File: src/rtl/wb_arbiter_pkg.sv
// rtl/wb_arbiter_pkg.sv - shared types for the writeback arbiter and scoreboard
package wb_arbiter_pkg;

  typedef logic [4:0] reg_idx_t;

  localparam int NUM_REGS = 32;

  // Which producer owns the value sitting in the output register
  typedef enum logic {
    WB_EXE = 1'b0,
    WB_LSU = 1'b1
  } wb_src_e;

endpackage

File: src/rtl/wb_scoreboard.sv
// rtl/wb_scoreboard.sv - pending long-latency write tracker with two query ports
module wb_scoreboard
  import wb_arbiter_pkg::*;
(
  input  logic     clk,
  input  logic     rst_n,
  input  logic     set_valid,
  input  reg_idx_t set_idx,
  input  logic     clr_valid,
  input  reg_idx_t clr_idx,
  input  reg_idx_t rs1,
  input  reg_idx_t rs2,
  output logic     rs1_busy,
  output logic     rs2_busy
);

  logic [NUM_REGS-1:0] busy_q;
  logic [NUM_REGS-1:0] busy_d;

  // Next busy vector: clear first so a same-edge set of that index wins; x0 never busy
  always_comb begin
    busy_d = busy_q;
    if (clr_valid) begin
      busy_d[clr_idx] = 1'b0;
    end
    if (set_valid && (set_idx != '0)) begin
      busy_d[set_idx] = 1'b1;
    end
    busy_d[0] = 1'b0;
  end

  // Busy vector register
  always_ff @(posedge clk or negedge rst_n) begin
    if (!rst_n) begin
      busy_q <= '0;
    end else begin
      busy_q <= busy_d;
    end
  end

  // Query ports read the current bits directly; a same-cycle clear is not bypassed
  assign rs1_busy = (rs1 != '0) && busy_q[rs1];
  assign rs2_busy = (rs2 != '0) && busy_q[rs2];

endmodule

File: src/rtl/wb_arbiter.sv
// rtl/wb_arbiter.sv - exe/lsu writeback arbiter with starvation guard and registered write port
module wb_arbiter
  import wb_arbiter_pkg::*;
#(
  parameter int WIDTH      = 32,
  parameter int STARVE_MAX = 4
) (
  input  logic             clk,
  input  logic             rst_n,
  input  logic             exe_valid,
  output logic             exe_ready,
  input  logic [4:0]       exe_rd,
  input  logic [WIDTH-1:0] exe_data,
  input  logic             lsu_valid,
  output logic             lsu_ready,
  input  logic [4:0]       lsu_rd,
  input  logic [WIDTH-1:0] lsu_data,
  input  logic             issue_valid,
  input  logic [4:0]       issue_rd,
  input  logic [4:0]       rs1,
  input  logic [4:0]       rs2,
  output logic             rs1_busy,
  output logic             rs2_busy,
  output logic [4:0]       rd,
  output logic [WIDTH-1:0] rd_data,
  output logic             rd_we
);

  localparam int            CW         = $clog2(STARVE_MAX + 1);
  localparam logic [CW-1:0] STARVE_LIM = CW'(STARVE_MAX);

  logic [CW-1:0]    starve_cnt_q, starve_cnt_d;
  reg_idx_t         rd_q, rd_d;
  logic [WIDTH-1:0] rd_data_q, rd_data_d;
  logic             rd_we_q, rd_we_d;
  wb_src_e          src_q, src_d;

  logic force_lsu;
  logic exe_fire;
  logic lsu_fire;

  // Ready depends only on exe_valid and the registered counter, never on data
  assign force_lsu = (starve_cnt_q == STARVE_LIM);
  assign exe_ready = !force_lsu;
  assign lsu_ready = force_lsu || !exe_valid;
  assign exe_fire  = exe_valid && exe_ready;
  assign lsu_fire  = lsu_valid && lsu_ready;

  // Count consecutive lsu denials; any lsu win or idle lsu restarts the count
  always_comb begin
    starve_cnt_d = starve_cnt_q;
    if (!lsu_valid || lsu_fire) begin
      starve_cnt_d = '0;
    end else if (exe_valid && !lsu_ready && (starve_cnt_q != STARVE_LIM)) begin
      starve_cnt_d = starve_cnt_q + CW'(1);
    end
  end

  // Output register reloads every cycle; fires are mutually exclusive by construction
  always_comb begin
    rd_d      = rd_q;
    rd_data_d = rd_data_q;
    src_d     = src_q;
    rd_we_d   = 1'b0;
    if (exe_fire) begin
      rd_d      = exe_rd;
      rd_data_d = exe_data;
      rd_we_d   = (exe_rd != '0);
      src_d     = WB_EXE;
    end else if (lsu_fire) begin
      rd_d      = lsu_rd;
      rd_data_d = lsu_data;
      rd_we_d   = (lsu_rd != '0);
      src_d     = WB_LSU;
    end
  end

  // Arbiter state and write-port register
  always_ff @(posedge clk or negedge rst_n) begin
    if (!rst_n) begin
      starve_cnt_q <= '0;
      rd_q         <= '0;
      rd_data_q    <= '0;
      rd_we_q      <= 1'b0;
      src_q        <= WB_EXE;
    end else begin
      starve_cnt_q <= starve_cnt_d;
      rd_q         <= rd_d;
      rd_data_q    <= rd_data_d;
      rd_we_q      <= rd_we_d;
      src_q        <= src_d;
    end
  end

  assign rd      = rd_q;
  assign rd_data = rd_data_q;
  assign rd_we   = rd_we_q;

  // Pending-load tracker; a load's busy bit clears on the edge the register file stores it
  wb_scoreboard u_scoreboard (
    .clk       (clk),
    .rst_n     (rst_n),
    .set_valid (issue_valid),
    .set_idx   (issue_rd),
    .clr_valid (rd_we_q && (src_q == WB_LSU)),
    .clr_idx   (rd_q),
    .rs1       (rs1),
    .rs2       (rs2),
    .rs1_busy  (rs1_busy),
    .rs2_busy  (rs2_busy)
  );

endmodule
File: config.mk
export PLATFORM = sky130hd
export DESIGN_NAME = wb_arbiter
export DESIGN_NICKNAME = d
export VERILOG_FILES = /design/src/rtl/wb_arbiter_pkg.sv /design/src/rtl/wb_scoreboard.sv /design/src/rtl/wb_arbiter.sv
export SDC_FILE = /design/constraint.sdc
export NUM_CORES = 1
export LEC_CHECK = 0
export CORE_ASPECT_RATIO = 0.6
export CORE_UTILIZATION = 49
export DETAILED_ROUTE_END_ITERATION = 8
export PLACE_DENSITY = 0.86
export SKIP_CTS_REPAIR_TIMING = 1
export SLEW_MARGIN = 20
export SYNTH_ARGS = -nofsm -noshare
export SYNTH_HDL_FRONTEND = slang
export SYNTH_HIERARCHICAL = 1
export SYNTH_SLANG_ARGS = --single-unit
File: constraint.sdc
create_clock -name clk -period 3.8 [get_ports clk]
set_input_delay 0.38 -clock clk [delete_from_list [all_inputs] [get_ports clk]]
set_output_delay 0.38 -clock clk [all_outputs]
set_load 0.02 [all_outputs]
; ---- Word level (Yosys, flattened, before mapping)
; Cells that the tools add are included.
[classes]
add_sub_neg = 1
n_eq_ne = 2
reduce_logical = 23
n_mul = 0
bitwise = 3
n_div = 0
n_mux = 20
magnitude_cmp = 6
n_shift = 0
[ops]
columns = operator, n
row1 = two-way mux 32 bit, 4
row2 = AND 32 bit, 1
row3 = inverter 32 bit, 1
row4 = OR 32 bit, 1
row5 = nonzero test 5 bit, 5
row6 = < comparator 5 x 6 -> 1 bit (second input constant), 4
row7 = binary-select mux 1 bit (select 5 bit), 2
row8 = demux 1 bit (select 5 bit), 2
row9 = >= comparator 5 x 1 -> 1 bit (second input constant), 2
row10 = logical AND 1 bit, 10
row11 = two-way mux 5 bit, 2
row12 = two-way mux 1 bit, 8
row13 = two-way mux 3 bit, 2
row14 = logical NOT 1 bit, 4
row15 = nonzero test 2 bit, 2
row16 = adder 3 x 1 -> 3 bit (second input constant), 1
row17 = equality test 3 bit (second input constant), 1
row18 = != test 3 bit (second input constant), 1
row19 = logical OR 1 bit, 2
[word_totals]
rom_bits = 0
out_inout_bits = 42
register_bits = 73
mem_count = 0
elab_cells = 61
in_bits = 94
latch_bits = 0
ram_bits = 0

; ---- Depth between registers and ports, before layout
; Gate-level depths: netlist of the first run.
[depth]
depth_word = 9
ltp_mapped = 6
ltp_nobuf = 5

; ---- Modules after synthesis
; Netlist of the first run, hierarchy kept.
[by_module_without_submodules]
columns = mod, cells_each, seq_area_each_um2, area_per_inst_um2, n_inst
row1 = wb_arbiter, 186, 1051.0, 1959.4, 1
row2 = wb_scoreboard, 196, 775.7, 1870.5, 1

; ---- Worst setup path before layout of the first run
; Ideal clock, no wire load.
[synth_timing]
path_type = input-to-output
startpoint = input rs2[0]
endpoint = output rs2_busy
path_buffers = 1
arrival_time_ps = 1488
stages = 6
setup_slack_ps = 1932
cell_sequence = buf_6 -> mux2_2 -> a221oi_1 -> a2111oi_1 -> a41oi_1 -> nand3_1
[synth_between]
elab_chain_len = 3
elab_cells_between_ends = 4
cone_classes = 2 x mux / 2 x reduce/logical
[synth_rtl]
columns = item, line_no
row1 = "start, declared", wb_arbiter.sv:21  ; input logic [4:0] rs2,
row2 = binary-select mux 1 bit (select 5 bit), wb_scoreboard.sv:43  ; assign rs2_busy = (rs2 != '0) && busy_q[rs2];
row3 = two-way mux 1 bit (not written as such), wb_scoreboard.sv:43
row4 = logical AND 1 bit (*), wb_scoreboard.sv:43
row5 = "end, declared", wb_arbiter.sv:23  ; output logic rs2_busy,
; Mark *: on every way between the ends. The rest lies on a longest branch, timed or not. The select of a mux whose other input is x is not followed.

; ---- Worst setup path after layout of the first run
[layout_timing]
startpoint = input rs1[0]
endpoint = output rs1_busy
[layout_between]
elab_chain_len = 3
elab_cells_between_ends = 4
cone_classes = 2 x mux / 2 x reduce/logical
[layout_rtl]
columns = item, line_no
row1 = "start, declared", wb_arbiter.sv:20  ; input logic [4:0] rs1,
row2 = binary-select mux 1 bit (select 5 bit), wb_scoreboard.sv:42  ; assign rs1_busy = (rs1 != '0) && busy_q[rs1];
row3 = two-way mux 1 bit (not written as such), wb_scoreboard.sv:42
row4 = logical AND 1 bit (*), wb_scoreboard.sv:42
row5 = "end, declared", wb_arbiter.sv:22  ; output logic rs1_busy,
; Marked as above.

==> impl_metrics.env, run 1 <==
export IMPL_ys_ff_latch=73
export IMPL_avgRoutedWirePerCell_um=18.77
export IMPL_port_buffers=135
export IMPL_ios=136
export IMPL_die_h_um=70.48
export IMPL_clock_latency_ns=0.33
export IMPL_grt_first_pass_wirelength_um=18440
export IMPL_cts_tree="done"
export IMPL_die_w_um=116.1
export IMPL_place_ws_ns=0.7478
export IMPL_yosysTopAreaCellShare_pct=47.70
export IMPL_max_cap_viol_count=0
export IMPL_drive_above_1_share_pct=5.973
export IMPL_grt_max_degree=80
export IMPL_ant_nets=0
export IMPL_yosysUniqueCellTypes=36
export IMPL_p_int_mw=1.641
export IMPL_path_max_fanout=11
export IMPL_antenna_found_initial=0
export IMPL_async_reset_ff_share_pct=100.0
export IMPL_powerDensity_nw_per_um2=427.8
export IMPL_clock_sinks=73
export IMPL_swShare_pct=30.05
export IMPL_pwr_share_seq_pct=43.8
export IMPL_crit_type="primary input to output pin"
export IMPL_antenna_cells=0
export IMPL_drt_total_wl_um=11690
export IMPL_leakagePower_nw=2.236
export IMPL_synth_area_um2=3830
export IMPL_ir_worst_vdd_uv=345.0
export IMPL_final_setup_viol_count=0
export IMPL_clockBufferDepth=2
export IMPL_status="finished, final reports clean"
export IMPL_dieArea_um2=8185
export IMPL_worst_slew_pin_slew_ns=0.6910
export IMPL_min_path_type="primary input to asynchronous set/reset pin"
export IMPL_std_cell_rows=24
export IMPL_cts_root_buf="clkbuf_16"
export IMPL_grt_busiest_layer="met2"
export IMPL_period_minus_slack_ns=3.067
export IMPL_ys_seq_area_share_pct=47.70
export IMPL_finalMaxSlewViolations=0
export IMPL_slew_limit_headroom_pct=53.93
export IMPL_arrival_ns=2.69
export IMPL_grt_use_met3_pct=12.41
export IMPL_viasPerCell=5.809
export IMPL_p_comb_share_pct=24.1
export IMPL_met1_usage_pct=40.52
export IMPL_fin_nets=611
export IMPL_final_setup_worst_slack_ns=0.7333
export IMPL_yosysTopAreaCell="dfrtp_1"
export IMPL_ys_warn_count=6
export IMPL_required_ns=3.42
export IMPL_finClkSkew_ns=0.004599
export IMPL_areaGrowthSynthToFinish_pct=43.19
export IMPL_initial_utilization_pct=51.64
export IMPL_syn_num_nets=478
export IMPL_clk_transition_reported_paths_ns=0.05
export IMPL_grt_pass1_vias=3585
export IMPL_routed_via_count=3619
export IMPL_synth_area_leaders="dfrtp_1 48%, mux2i_1 14%, o21ai_0 12%"
export IMPL_cp_end_kind="output pin"
export IMPL_fin_tns_setup_ns=0
export IMPL_timing_fmax_mhz=326.1
export IMPL_gr_total_overflow=0
export IMPL_grtUsageTotal_pct=30.01
export IMPL_fin_crit_sh_pct=80.70
export IMPL_cts_buffers_inserted=9
export IMPL_first_iter_violations=323
export IMPL_final_common_cell="clkdlybuf4s50_1"
export IMPL_htree_levels=3
export IMPL_gp_congestion=0.9247
export IMPL_p_total_mw=2.346
export IMPL_synth_area_per_cell_um2=10.03
export IMPL_grt_use_met2_pct=44.05
export IMPL_worst_hold_slack_ns=0.07224
export IMPL_synth_edf_count=0
export IMPL_synth_ff_type="dfrtp_1"
export IMPL_cp_start_kind="primary input"
export IMPL_core_um2=7417
export IMPL_drc=0
export IMPL_layout_common_cells="133 x clkdlybuf4s50_1, 92 x o21ai_0, 73 x dfrtp_1, 55 x mux2i_1, 48 x nand2_1"
export IMPL_dp_hpwl_um=8433
export IMPL_dr_pass1_iters=5
export IMPL_final_hold_viol_count=0
export IMPL_netlist_instances=382
export IMPL_p_clk_share_pct=32.1
export IMPL_rsz0062_at_grt="no"
export IMPL_power_switching_mw=0.7050
## cell families (layout without fill, tap and decap cells)
group / after synthesis / in the layout / synth area share [%]
fa+ha+maj: 2 / 2 / 0.6533
compound gates: 122 / 122 / 18.00
simple gates: 102 / 102 / 13.69
flops: 73 / 73 / 47.70
buf+inv: 23 / 160 / 3.593
xor+xnor: 1 / 1 / 0.2287
mux: 59 / 59 / 16.14
## per-stage QoR
stage / instances / cell area (µm²) / util, %
after global placement: 608 / 5216 / 70.33
after CTS: 623 / 5479 / 73.87
after floorplan: 382 / 3830 / -
after detailed placement: 608 / 5216 / 70.33
after global routing: 623 / 5484 / 73.94
final: 623 / 5484 / 73.94
## cell type report
class / count / area [µm²]
clock buffers: 11 / 242.7
clock inverters: 4 / 20.02
fillers: 523 / 1933
inverters: 6 / 22.52
multi-input cells: 286 / 1866
flip-flops and latches: 73 / 1827
well taps: 104 / 130.1
repair buffers: 139 / 1376
## routing by layer
layer  wire (µm)  share of wire [%]
met1        5005                 43
met2        5213                 45
met3        1290                 11
met4         182                1.6
met5           0                  0
## critical path, stage by stage
cell and delay (ns):
clkdlybuf4s50_1 0.78, buf_4 0.27, mux2i_1 0.10, a221oi_1 0.33
nand4_1 0.13, nand3_1 0.09, clkdlybuf4s50_1 0.60
## flip-flops by register name, summed over array words and instances (netlist names)
| signal | count |
|---|---|
| starve_cnt_q | 3 |
| rd | 5 |
| u_scoreboard/busy_q | 31 |
| rd_data | 32 |
| rd_we | 1 |
| src_q | 1 |
## Yosys cell counts (4+ instances only)
library cell and count:
a2111oi_0 4, a221oi_1 8, buf_2 5, buf_4 7
dfrtp_1 73, inv_1 6, mux2i_1 55, nand2_1 48
nand3_1 6, nand3b_1 10, nor2_1 9, nor2b_1 9
o21ai_0 92, o21ai_1 9, or3b_2 4
## power groups by stage
stage	clock network [mW]	registers [mW]	logic [mW]
CTS	0.766	1.02	0.562
finish	0.753	1.03	0.565
global placement	0	1.03	0.538
detailed placement	0	1.03	0.556
floorplan	0	1.02	0.249
global route	0.799	1.04	0.612
## path summary, 6_finish.rpt
| kind | start | to | slack, ns | cells after the start |
|---|---|---|---|---|
| worst max register to register | starve_cnt_q[0]$_DFFE_PN0P_ | rd[4]$_DFFE_PN0P_ | 1.98 | 5 |
| min in group clk | starve_cnt_q[0]$_DFFE_PN0P_ | starve_cnt_q[0]$_DFFE_PN0P_ | 0.49 | 1 |
| worst max-delay path | rs1[0] | rs1_busy | 0.73 | 7 |
| worst min-delay path | rst_n | rd_data[1]$_DFFE_PN0P_ | 0.07 | 1 |
| max in group asynchronous | rst_n | u_scoreboard/busy_q[18]$_DFF_PN0_ | 2.95 | 2 |
| worst min register to register | starve_cnt_q[0]$_DFFE_PN0P_ | starve_cnt_q[0]$_DFFE_PN0P_ | 0.49 | 1 |
(Power assumes the default switching activity.)
==> inputs of run 2 (changes only) <==
Settings changed: CORE_UTILIZATION 49 to 41, PLACE_DENSITY 0.86 to 0.77.
Clock period 3.8 ns to 2.6 ns, I/O delays scaled along.
==> run 2 against run 1 <==
The flow now finishes with violations (negative hold slack). Die area is 19% higher. Sequential power is 49% higher. Routed wire length is 2.3% lower. Sequential share of layout area fell by 0.60 points. Global-route usage down 5.9 points. Clock skew decreased by 0.0018 ns. Final cell count increased by 2.1%. Worst setup slack worse by 0.39 ns. Non-clock buffer count is 4 higher. Critical endpoint unchanged. Largest cell class unchanged. Largest power group unchanged. Highest routed layer unchanged.
==> impl_metrics.env, run 2 (synthesis results as in run 1) <==
export IMPL_place_ws_ns=-0.03873
export IMPL_grt_pass1_vias=3514
export IMPL_fin_area_um2=5585
export IMPL_slew_limit_headroom_pct=54.08
export IMPL_final_setup_worst_slack_ns=0.3396
export IMPL_final_common_cell="clkdlybuf4s50_1"
export IMPL_dieArea_um2=9745
export IMPL_routed_via_count=3559
export IMPL_clock_latency_ns=0.33
export IMPL_clockBufferDepth=2
export IMPL_fin_util_pct=63.59
export IMPL_dp_hpwl_um=8481
export IMPL_p_clk_share_pct=33.2
export IMPL_swShare_pct=31.48
export IMPL_p_total_mw=3.518
export IMPL_dr_pass1_iters=5
export IMPL_ir_worst_vdd_uv=376.1
export IMPL_required_ns=2.34
export IMPL_p_int_mw=2.411
export IMPL_port_buffers=135
export IMPL_die_h_um=76.87
export IMPL_layout_common_cells="131 x clkdlybuf4s50_1, 92 x o21ai_0, 73 x dfrtp_1, 55 x mux2i_1, 48 x nand2_1"
export IMPL_min_path_type="primary input to asynchronous set/reset pin"
export IMPL_antenna_cells=0
export IMPL_drive_above_1_share_pct=7.252
export IMPL_gp_congestion=0.9534
export IMPL_powerDensity_nw_per_um2=629.9
export IMPL_final_setup_viol_count=0
export IMPL_final_hold_viol_count=28
export IMPL_timing_fmax_mhz=442.4
export IMPL_grtUsageTotal_pct=24.08
export IMPL_rsz0062_at_grt="no"
export IMPL_drc=0
export IMPL_leakagePower_nw=2.285
export IMPL_ant_nets=0
export IMPL_pwr_share_seq_pct=43.4
export IMPL_finClkSkew_ns=0.002754
export IMPL_path_max_fanout=10
export IMPL_cp_start_kind="primary input"
export IMPL_gr_total_overflow=0
export IMPL_fillers=724
export IMPL_grt_max_degree=80
export IMPL_die_w_um=126.8
export IMPL_cp_end_kind="output pin"
export IMPL_dp_cells=620
export IMPL_arrival_ns=2.00
export IMPL_std_cell_rows=26
export IMPL_antenna_found_initial=0
export IMPL_viasPerCell=5.596
export IMPL_initial_utilization_pct=43.60
export IMPL_worst_slew_pin_slew_ns=0.6888
export IMPL_core_um2=8783
export IMPL_finalMaxSlewViolations=0
export IMPL_clk_transition_reported_paths_ns=0.06
export IMPL_violations="negative hold slack"
export IMPL_cts_tree="done"
export IMPL_avgRoutedWirePerCell_um=17.97
export IMPL_cts_root_buf="clkbuf_16"
export IMPL_grt_first_pass_wirelength_um=18230
export IMPL_cts_buffers_inserted=9
export IMPL_power_switching_mw=1.107
export IMPL_largest_reg_flops=32
export IMPL_max_cap_viol_count=0
export IMPL_areaGrowthSynthToFinish_pct=45.83
export IMPL_place_area_um2=5281
export IMPL_status="finished, violations left"
export IMPL_crit_type="primary input to output pin"
export IMPL_period_minus_slack_ns=2.260
export IMPL_fin_cells=636
export IMPL_htree_levels=3
export IMPL_fin_nets=615
export IMPL_p_comb_share_pct=23.4
export IMPL_drt_total_wl_um=11430
export IMPL_fin_crit_sh_pct=86.94
export IMPL_clock_sinks=73
export IMPL_ios=136
export IMPL_worst_hold_slack_ns=-0.03064
export IMPL_first_iter_violations=360
[run 2: changes by cell type in the layout (fill, tap and decap cells not counted), moves of 2 or more]
cell / delta
clkinv_2: -4
inv_6: +3
buf_12: +2
buf_2: +2
clkdlybuf4s50_1: -2
clkinv_4: +2
dlymetal6s2s_1: +2
[run 2: layout make-up]
class	instances	area, µm²	area share [%]
multi-input combinational	286	1873	33.53
sequential	73	1827	32.71
inverter	6	22.52	0.4032
clock buffer	9	225.2	4.032
clock inverter	7	62.56	1.120
tap	112	140.1	2.509
timing repair buffer	143	1435	25.69
[run 2: power groups by stage]
| stage | clock network, mW | registers [mW] | logic, mW |
|---|---|---|---|
| after floorplan | 0 | 1.50 | 0.363 |
| after global placement | 0 | 1.53 | 0.791 |
| after detailed placement | 0 | 1.52 | 0.814 |
| after CTS | 1.20 | 1.50 | 0.819 |
| after global routing | 1.25 | 1.54 | 0.899 |
| final | 1.17 | 1.53 | 0.824 |
[run 2: per-layer routing]
metal	up-vias	share of wire [%]	global-route usage [%]
li1	1664	-	-
met4	0	0.58	5.000
met1	1690	46	34.17
met2	195	42	35.30
met3	10	11	8.514
met5	-	0	0
[run 2: critical path, stage by stage]
cell	delay (ns)
clkdlybuf4s50_1	0.47
buf_4	0.17
and2b_1	0.19
a2111oi_1	0.36
a221oi_1	0.12
a21oi_1	0.15
nand3_1	0.08
dlymetal6s2s_1	0.21
[run 2: metrics by stage]
step | TNS [ns] | hold slack [ns]
2_1_floorplan | 0 | -0.03559
3_3_place_gp | -0.01790 | 0.3333
3_5_place_dp | -0.07073 | 0.3383
4_1_cts | -0.07746 | -0.02407
5_1_grt | 0 | 0.005250
6_report | 0 | -0.03064
[run 2: worst paths after layout]
check                      cells past startpoint  slack [ns]                         from                                end
min reg2reg                                    1        0.46  starve_cnt_q[0]$_DFFE_PN0P_        starve_cnt_q[0]$_DFFE_PN0P_
max                                            8        0.34                       rs1[0]                           rs1_busy
min                                            1       -0.03                        rst_n  u_scoreboard/busy_q[28]$_DFF_PN0_
min in group clk                               1        0.46  starve_cnt_q[0]$_DFFE_PN0P_        starve_cnt_q[0]$_DFFE_PN0P_
max in group asynchronous                      2        1.95                        rst_n             rd_data[4]$_DFFE_PN0P_
max reg2reg                                    5        0.84  starve_cnt_q[0]$_DFFE_PN0P_            rd_data[22]$_DFFE_PN0P_
